## src/rtl/ram_arbiter.sv

```systemverilog
// ram_arbiter: shares a single-port RAM between the MEM stage (port 0) and the loader (port 1).
// One access per 3 cycles: IDLE latches the winner, ACCESS drives the RAM, RESP acks.
module ram_arbiter #(
  parameter int ADDR_W = 10,
  parameter int DATA_W = 32,
  parameter bit RR = 1'b1
) (
  input  logic              i_clk,
  input  logic              i_clr,
  input  logic              i_req0,
  input  logic              i_req1,
  input  logic              i_we0,
  input  logic              i_we1,
  input  logic [ADDR_W-1:0] i_addr0,
  input  logic [ADDR_W-1:0] i_addr1,
  input  logic [DATA_W-1:0] i_wdata0,
  input  logic [DATA_W-1:0] i_wdata1,
  output logic              o_ack0,
  output logic              o_ack1,
  output logic [DATA_W-1:0] o_rdata,
  output logic              o_busy,
  output logic              o_gnt_id,
  output logic [ADDR_W-1:0] o_ram_address,
  output logic [DATA_W-1:0] o_ram_input,
  output logic              o_ram_str,
  output logic              o_ram_sel,
  output logic              o_ram_ld,
  input  logic [DATA_W-1:0] i_ram_data
);
  localparam logic [1:0] IDLE = 2'd0, ACCESS = 2'd1, RESP = 2'd2;
  logic [1:0]        r_state;
  logic              r_we, r_id, r_last;
  logic [ADDR_W-1:0] r_addr;
  logic [DATA_W-1:0] r_wdata, r_rdata;
  logic              w_idle, w_access, w_resp, w_req, w_pick;
  assign w_idle   = r_state == IDLE;
  assign w_access = r_state == ACCESS;
  assign w_resp   = r_state == RESP;
  assign w_req    = i_req0 | i_req1;
  // On a tie, round-robin favours the port not served last; fixed priority favours port 0.
  assign w_pick   = i_req1 & (~i_req0 | (RR & ~r_last));
  always_ff @(posedge i_clk or posedge i_clr) begin
    if (i_clr) begin
      r_state <= IDLE;
      r_we    <= 1'b0;
      r_id    <= 1'b0;
      r_last  <= 1'b1;
      r_addr  <= '0;
      r_wdata <= '0;
      r_rdata <= '0;
    end else begin
      r_state <= w_idle ? (w_req ? ACCESS : IDLE) : (w_access ? RESP : IDLE);
      if (w_idle && w_req) begin
        r_id    <= w_pick;
        r_we    <= w_pick ? i_we1 : i_we0;
        r_addr  <= w_pick ? i_addr1 : i_addr0;
        r_wdata <= w_pick ? i_wdata1 : i_wdata0;
      end
      if (w_access && !r_we) r_rdata <= i_ram_data;
      if (w_resp) r_last <= r_id;
    end
  end
  assign o_ack0        = w_resp & ~r_id;
  assign o_ack1        = w_resp & r_id;
  assign o_rdata       = r_rdata;
  assign o_busy        = ~w_idle;
  assign o_gnt_id      = ~w_idle & r_id;
  assign o_ram_address = w_access ? r_addr : '0;
  assign o_ram_input   = w_access ? r_wdata : '0;
  assign o_ram_str     = w_access & r_we;
  assign o_ram_sel     = w_access;
  assign o_ram_ld      = w_access & ~r_we;
endmodule

```

## config.mk

```make
export PLATFORM = sky130hd
export DESIGN_NAME = ram_arbiter
export DESIGN_NICKNAME = d
export VERILOG_FILES = /design/src/rtl/ram_arbiter.sv
export SDC_FILE = /design/constraint.sdc
export NUM_CORES = 1
export LEC_CHECK = 0
export CORE_MARGIN = 2
export CORE_UTILIZATION = 44
export DETAILED_ROUTE_END_ITERATION = 10
export PLACE_DENSITY = 0.91
export SLEW_MARGIN = 30
export SYNTH_ARGS = -nofsm -noshare
export SYNTH_HDL_FRONTEND = slang
export SYNTH_SLANG_ARGS = --single-unit
```

## constraint.sdc

```tcl
create_clock -name i_clk -period 3.3 [get_ports i_clk]
set_input_delay 0.33 -clock i_clk [delete_from_list [all_inputs] [get_ports i_clk]]
set_output_delay 0.33 -clock i_clk [all_outputs]
set_load 0.05 [all_outputs]
```

==> qor.yml, run 1 <==
sta:
  maxSlewHeadroom_pct: 52.3
  holdWs_ps: 415
  fin_crit_ps: 2460
  finalSetupViolCount: 0
  rsz0062_at_grt: "false"
  skew_ps: 8.87
  fmax_mhz: 407
  tns_ps: 0
  hold_viol: 0
  fin_crit_sh_pct: 74.5
  final_max_slew_viol_count: 0
  worst_pin_slew_ps: 715
placement:
  gp_congestion: 0.772
  place_hpwl_um: 7230
  port_buffers: 202
  placed_cell_area_mm2: 0.00619
die:
  start_util_pct: 45.1
  die_w_um: 101
  die-area_mm2: 0.0102
  num_rows: 35
  die_height_um: 101
  core_mm2: 0.00915
  ios: 203
clock_network:
  cts_sinks: 79
  cts_root_buf: "clkbuf_8"
  cts_tree: "done"
  post-cts-setup-buffers: 0
  clock_latency_ps: 330
  cts_hold_buf: 0
  clk_pin_slew_ps: 80
  cts_buffers: 9
  cts_resized: 0
  cts_max_path_buffers: 2
  cts-htree-levels: 3
pwr:
  p_int_uw: 3710
  leakagePower_uw: 0.00279
  p_comb_share_pct: 63.6
  powerDensity_mw_per_mm2: 1050
  p_total_uw: 6720
  clockPowerShare_pct: 10.5
  irDropWorstVdd_mv: 0.843
  swShare_pct: 44.8
  p_sw_uw: 3020
  p_seq_share_pct: 25.9
yosys:
  syn_inst: 273
  synthXorXnorAreaFrac_pct: 0
  synthArstFlopShare_pct: 100
  ys_warn_count: 0
  synth.top_cells.by_count: "dfrtp_1 (78), mux2_4 (78), and2_1 (43)"
  seq_area_frac_synth_pct: 47.9
  syn_nets: 395
  synth_area_leaders: "dfrtp_1 (47%), mux2_4 (28%), mux2_2 (8.5%), and2_1 (6.5%), mux2_1 (2.5%)"
  synth_compound_area_share_pct: 0.757
  netlist.area_leader.share_pct: 47.3
  synth_top_family_by_area: "multiplexers"
  synth_seq_cells: 79
  ys.flop_type: "dfrtp_1"
  netlist_area_mm2: 0.00413
  synthMuxAreaShare_pct: 39.3
  yosys.area.top_type: "dfrtp_1"
  synthSimpleGateAreaFrac_pct: 7.33
  synth-adder-area-share_pct: 0
  ys_types: 19
  syn_area_per_cell_um2: 15.1
  synth_edf_count: 0
finish:
  drive_gt1_share_pct: 28.8
  utilization_pct: 69.8
  nets: 596
  fillers: 610
  area_delta_synth_final_pct: 54.7
  antennaDiodeCount: 0
  stdcell_area_mm2: 0.00639
  multiInputGateArea_mm2: 0.00196
  regArea_mm2: 0.00198
route:
  drtIter0Drc: 63
  first_pass_iters: 4
  viasPerCell: 4.84
  wire_per_inst_um: 16.1
  postRouteAntennaNets: 0
  vias: 2855
  routed_wirelength_um: 9480
  drcViolationCount: 0
global_route:
  grt_pass1_vias: 3046
  grt_pass1_wl_um: 14900
  grt_overflow: 0
  grt.total_usage_pct: 18.8
  grt_start_max_net_pins: 44
  antenna_found_initial: 0
setup_path:
  r2r_slack_ps: 1180
  reg2reg_from: "r_last$_DFFE_PP1N_"
  critPathLaunchType: "register"
  regToRegEndpoint: "r_wdata[13]$_DFFE_PP0P_"
  ff2ff_path_depth: 4
  cp.arrival_ps: 2130
  critPathKind: "reg -> out"
  crit_path_end_kind: "output pin"
  crit_fanout: 25
  required_ps: 2970
min_path:
  hp-class: "in -> async"
job:
  cap_violations: 0
run_status:
  outcome: "finished, final reports clean"
[worst max path at each step]
stage | slack, ps | depth (start not counted) | start | to
after floorplan | 950 | 1 | i_clr | o_rdata[0]$_DFFE_PP0P_
after global placement | 930 | 5 | i_req0 | r_we$_DFFE_PP0P_
after detailed placement | 860 | 5 | i_req1 | r_wdata[13]$_DFFE_PP0P_
after CTS | 820 | 4 | r_state[1]$_DFF_PP0_ | o_ram_str
after global routing | 740 | 4 | r_state[0]$_DFF_PP0_ | o_ram_input[23]
final | 840 | 4 | r_state[1]$_DFF_PP0_ | o_ram_input[23]
[per-stage QoR]
stage	cells	worst slack, ps
final	590	841
after global routing	590	738
after CTS	590	822
after detailed placement	574	863
after global placement	574	930
after floorplan	273	948
[state kept, by name, indices dropped and copies added, names as in the netlist]
register	flops
r_id	1
r_wdata	32
r_we	1
r_last	1
r_addr	10
r_state	2
o_rdata	32
[layout by cell type, fill, tap and decap left out, drive strengths merged]
master,count
nor2,4
dfstp,1
bufinv,1
dfrtp,78
clkdlybuf4s50,201
clkbuf,11
nand2b,1
clkinvlp,3
o22ai,1
a21o,1
and2,43
mux2,118
inv,2
buf,8
o21a,1
a21bo,1
clkinv,2
nor2b,2
[worst max-delay path, cell delays in order, from the launching register on]
cell and delay, ps:
dfrtp_1 410, nor2b_2 130, buf_4 240, and2_1 200, clkdlybuf4s50_1 810
[metal layers]
metal  vias up  wire length [um]  track usage (%)
met5         -                 0                0
met4         0               193             7.59
met3        18               772             5.06
met2       145              4640             31.7
met1      1357              3870             22.7
li1       1335                 -                -
[cell families (layout without fill, tap and decap cells)]
group,Yosys count,after routing
AOI/OAI and AO/OA,4,4
buffers and inverters,22,228
DFF,79,79
muxes,118,118
and+or+nand+nor,50,50
[cell type report]
cell class              count  share of cell area (%)
well taps                 111                    2.17
repair buffers            209                    32.8
clock buffers              11                    2.21
multi-input cells         172                    30.7
clock inverters             5                   0.901
flip-flops and latches     79                    31.0
inverters                   3                   0.196
[power by group through the flow]
stage	clock network, uW	registers, uW	logic [uW]
4_1_cts	735	1740	4320
3_3_place_gp	0	1730	4250
3_5_place_dp	0	1750	4310
2_1_floorplan	0	2390	2400
5_1_grt	773	1800	4470
6_report	706	1740	4280
Note: power is estimated with default switching activity, not from simulation.
==> inputs of run 2 (changes only) <==
--- a/config.mk
+++ b/config.mk
@@ -6,9 +6,9 @@
 export NUM_CORES = 1
 export LEC_CHECK = 0
 export CORE_MARGIN = 2
-export CORE_UTILIZATION = 44
+export CORE_UTILIZATION = 41
 export DETAILED_ROUTE_END_ITERATION = 10
-export PLACE_DENSITY = 0.91
+export PLACE_DENSITY = 0.86
 export SLEW_MARGIN = 30
 export SYNTH_ARGS = -nofsm -noshare
 export SYNTH_HDL_FRONTEND = slang
==> constraint.sdc (replaced) <==
create_clock -name i_clk -period 2.6 [get_ports i_clk]
set_input_delay 0.26 -clock i_clk [delete_from_list [all_inputs] [get_ports i_clk]]
set_output_delay 0.26 -clock i_clk [all_outputs]
set_load 0.05 [all_outputs]
==> run 2 against run 1 <==
Net effect: register-to-register slack worse by 330 ps; wire length grew 2.6%; power increased by 27%; final area decreased by 0.16%; die area is 7.0% higher; sequential power rose by 27%; critical path depth stayed put; non-clock buffer count decreased by 1; first-iteration DRC count decreased by 29%; final cell count grew 3.6%; via count up 0.28%; critical path type unchanged; largest power group unchanged.
==> qor.yml, run 2 (synthesized netlist as in run 1, its figures left out) <==
clock_network:
  cts_tree: "done"
  clk_pin_slew_ps: 80  # about the same
  cts-htree-levels: 3  # unchanged
  cts_root_buf: "clkbuf_8"
  post-cts-setup-buffers: 0  # unchanged
  cts_sinks: 79  # unchanged
  clock_latency_ps: 350  # +20 ps
  cts_max_path_buffers: 2  # unchanged
  cts_buffers: 9  # unchanged
  cts_resized: 0  # unchanged
  cts_hold_buf: 0  # unchanged
global_route:
  met1_usage_pct: 22.7  # -0.054 points
  grt_start_max_net_pins: 46  # +4.5%
  grt_busiest_layer: "met2"
  grt.total_usage_pct: 18.2  # -0.60 points
  antenna_found_initial: 0  # unchanged
  grt_pass1_vias: 3131  # +2.8%
  grt_use_met2_pct: 30.0  # -1.7 points
  grt_pass1_wl_um: 15800  # +6.1%
  grt_overflow: 0  # unchanged
  grt_use_met3_pct: 4.82  # -0.24 points
die:
  ios: 203  # unchanged
  die_w_um: 104  # +3.4%
  die-area_mm2: 0.0109  # +7.0%
  die_height_um: 104  # +3.4%
  num_rows: 36  # +2.9%
  core_mm2: 0.00977  # +6.8%
  start_util_pct: 42.3  # -2.9 points
pwr:
  powerDensity_mw_per_mm2: 1340  # +28%
  leakagePower_uw: 0.00284  # +1.9%
  irDropWorstVdd_mv: 1.08  # +28%
sta:
  fmax_mhz: 413
  rsz0062_at_grt: "false"
  fin_crit_sh_pct: 93.2
  tns_ps: 0  # unchanged
  final_max_slew_viol_count: 0  # unchanged
  finalSetupViolCount: 0  # unchanged
  skew_ps: 8.50  # -0.368 ps
  hold_viol: 0  # unchanged
  maxSlewHeadroom_pct: 56.5  # +4.2 points
  fin_crit_ps: 2420
  worst_pin_slew_ps: 652  # -63.0 ps
finish:
  area_delta_synth_final_pct: 54.4
  mostFrequentLayoutCell: "clkdlybuf4s50_1"
  antennaDiodeCount: 0  # unchanged
  final_cell_mix: "clkdlybuf4s50_1 (174), mux2_4 (78), dfrtp_1 (78)"
  drive_gt1_share_pct: 34.3  # +5.5 points
  stdcell_count: 611  # +3.6%
  nets: 595  # -0.17%
setup_path:
  crit_path_end_kind: "output pin"
  cp.arrival_ps: 2160  # +30 ps
  crit_fanout: 21  # -16%
  required_ps: 2340  # -630 ps
  regToRegEndpoint: "r_addr[8]$_DFFE_PP0P_"
  ff2ff_path_depth: 4  # unchanged
  critPathLaunchType: "register"
  r2r_slack_ps: 850  # -330 ps
  crit_path_end: "o_ram_address[2]"
  cp-startpoint: "r_state[1]$_DFF_PP0_"
  critPathKind: "reg -> out"
  reg2reg_from: "r_state[1]$_DFF_PP0_"
route:
  drcViolationCount: 0  # unchanged
  postRouteAntennaNets: 0  # unchanged
  viasPerCell: 4.69  # -3.2%
  first_pass_iters: 4  # unchanged
  drtIter0Drc: 45  # -29%
  vias: 2863  # +0.28%
  wire_per_inst_um: 15.9  # -0.95%
  routed_wirelength_um: 9730  # +2.6%
placement:
  place_hpwl_um: 7330  # +1.3%
  port_buffers: 202  # unchanged
  gp_congestion: 0.755  # -2.1%
  placed_cells: 595  # +3.7%
job:
  cap_violations: 0  # unchanged
min_path:
  hp-class: "in -> async"
run_status:
  outcome: "finished, final reports clean"
run 2: cell count changes in the layout (fill, tap and decap cells not counted):
cell / delta
buf_4: +23
clkdlybuf4s50_1: -27
buf_12: +3
run 2: worst min path at each step:
stage	endpoint	start
3_3_place_gp	o_rdata[16]$_DFFE_PP0P_	o_rdata[16]$_DFFE_PP0P_
4_1_cts	o_rdata[10]$_DFFE_PP0P_	i_clr
2_1_floorplan	o_rdata[10]$_DFFE_PP0P_	i_ram_data[10]
6_report	o_rdata[10]$_DFFE_PP0P_	i_clr
5_1_grt	o_rdata[10]$_DFFE_PP0P_	i_clr
3_5_place_dp	o_rdata[14]$_DFFE_PP0P_	o_rdata[14]$_DFFE_PP0P_
run 2: through the flow:
stage	cell area [um2]	util [%]	worst slack (ps)	total power, uW	hold slack, ps
floorplan	4130	-	318	6080	395
CTS	6380	65.2	159	8650	336
global route	6380	65.2	70.2	8970	387
detailed placement	6180	63.2	544	7720	474
global placement	6180	63.2	642	7590	473
finish	6380	65.2	177	8560	315
run 2: report_power, final:
part           internal (uW)  switching, uW
Combinational           2340           3100
Sequential              1880            338
Clock                    468            441
run 2: metal layers:
layer / vias to the layer above / part of all wire (%)
met5: - / 0
met3: 16 / 8.0
met4: 0 / 1.8
li1: 1335 / -
met1: 1363 / 42
met2: 149 / 48
run 2: cell type report:
| cell class | instances | area [um2] |
|---|---|---|
| inverters | 3 | 12.5 |
| repair buffers | 208 | 2060 |
| multi-input cells | 172 | 1960 |
| fillers | 730 | 3400 |
| clock buffers | 11 | 141 |
| well taps | 133 | 166 |
| clock inverters | 5 | 57.6 |
| flip-flops and latches | 79 | 1980 |
run 2: worst max-delay path: stages, from the launching register on:
cell and delay, ps:
dfrtp_1 400, nor2b_2 240, buf_12 180, and2_1 160, clkdlybuf4s50_1 830
==> inputs of run 3 (changes only) <==
--- a/config.mk
+++ b/config.mk
@@ -5,6 +5,7 @@
 export SDC_FILE = /design/constraint.sdc
 export NUM_CORES = 1
 export LEC_CHECK = 0
+export CAP_MARGIN = 20
 export CORE_MARGIN = 2
 export CORE_UTILIZATION = 41
 export DETAILED_ROUTE_END_ITERATION = 10
@@ -13,3 +14,4 @@
 export SYNTH_ARGS = -nofsm -noshare
 export SYNTH_HDL_FRONTEND = slang
 export SYNTH_SLANG_ARGS = --single-unit
+export TNS_END_PERCENT = 10
==> results of run 3 <==
The final DEF is identical to that of run 2; final timing and power are the same.
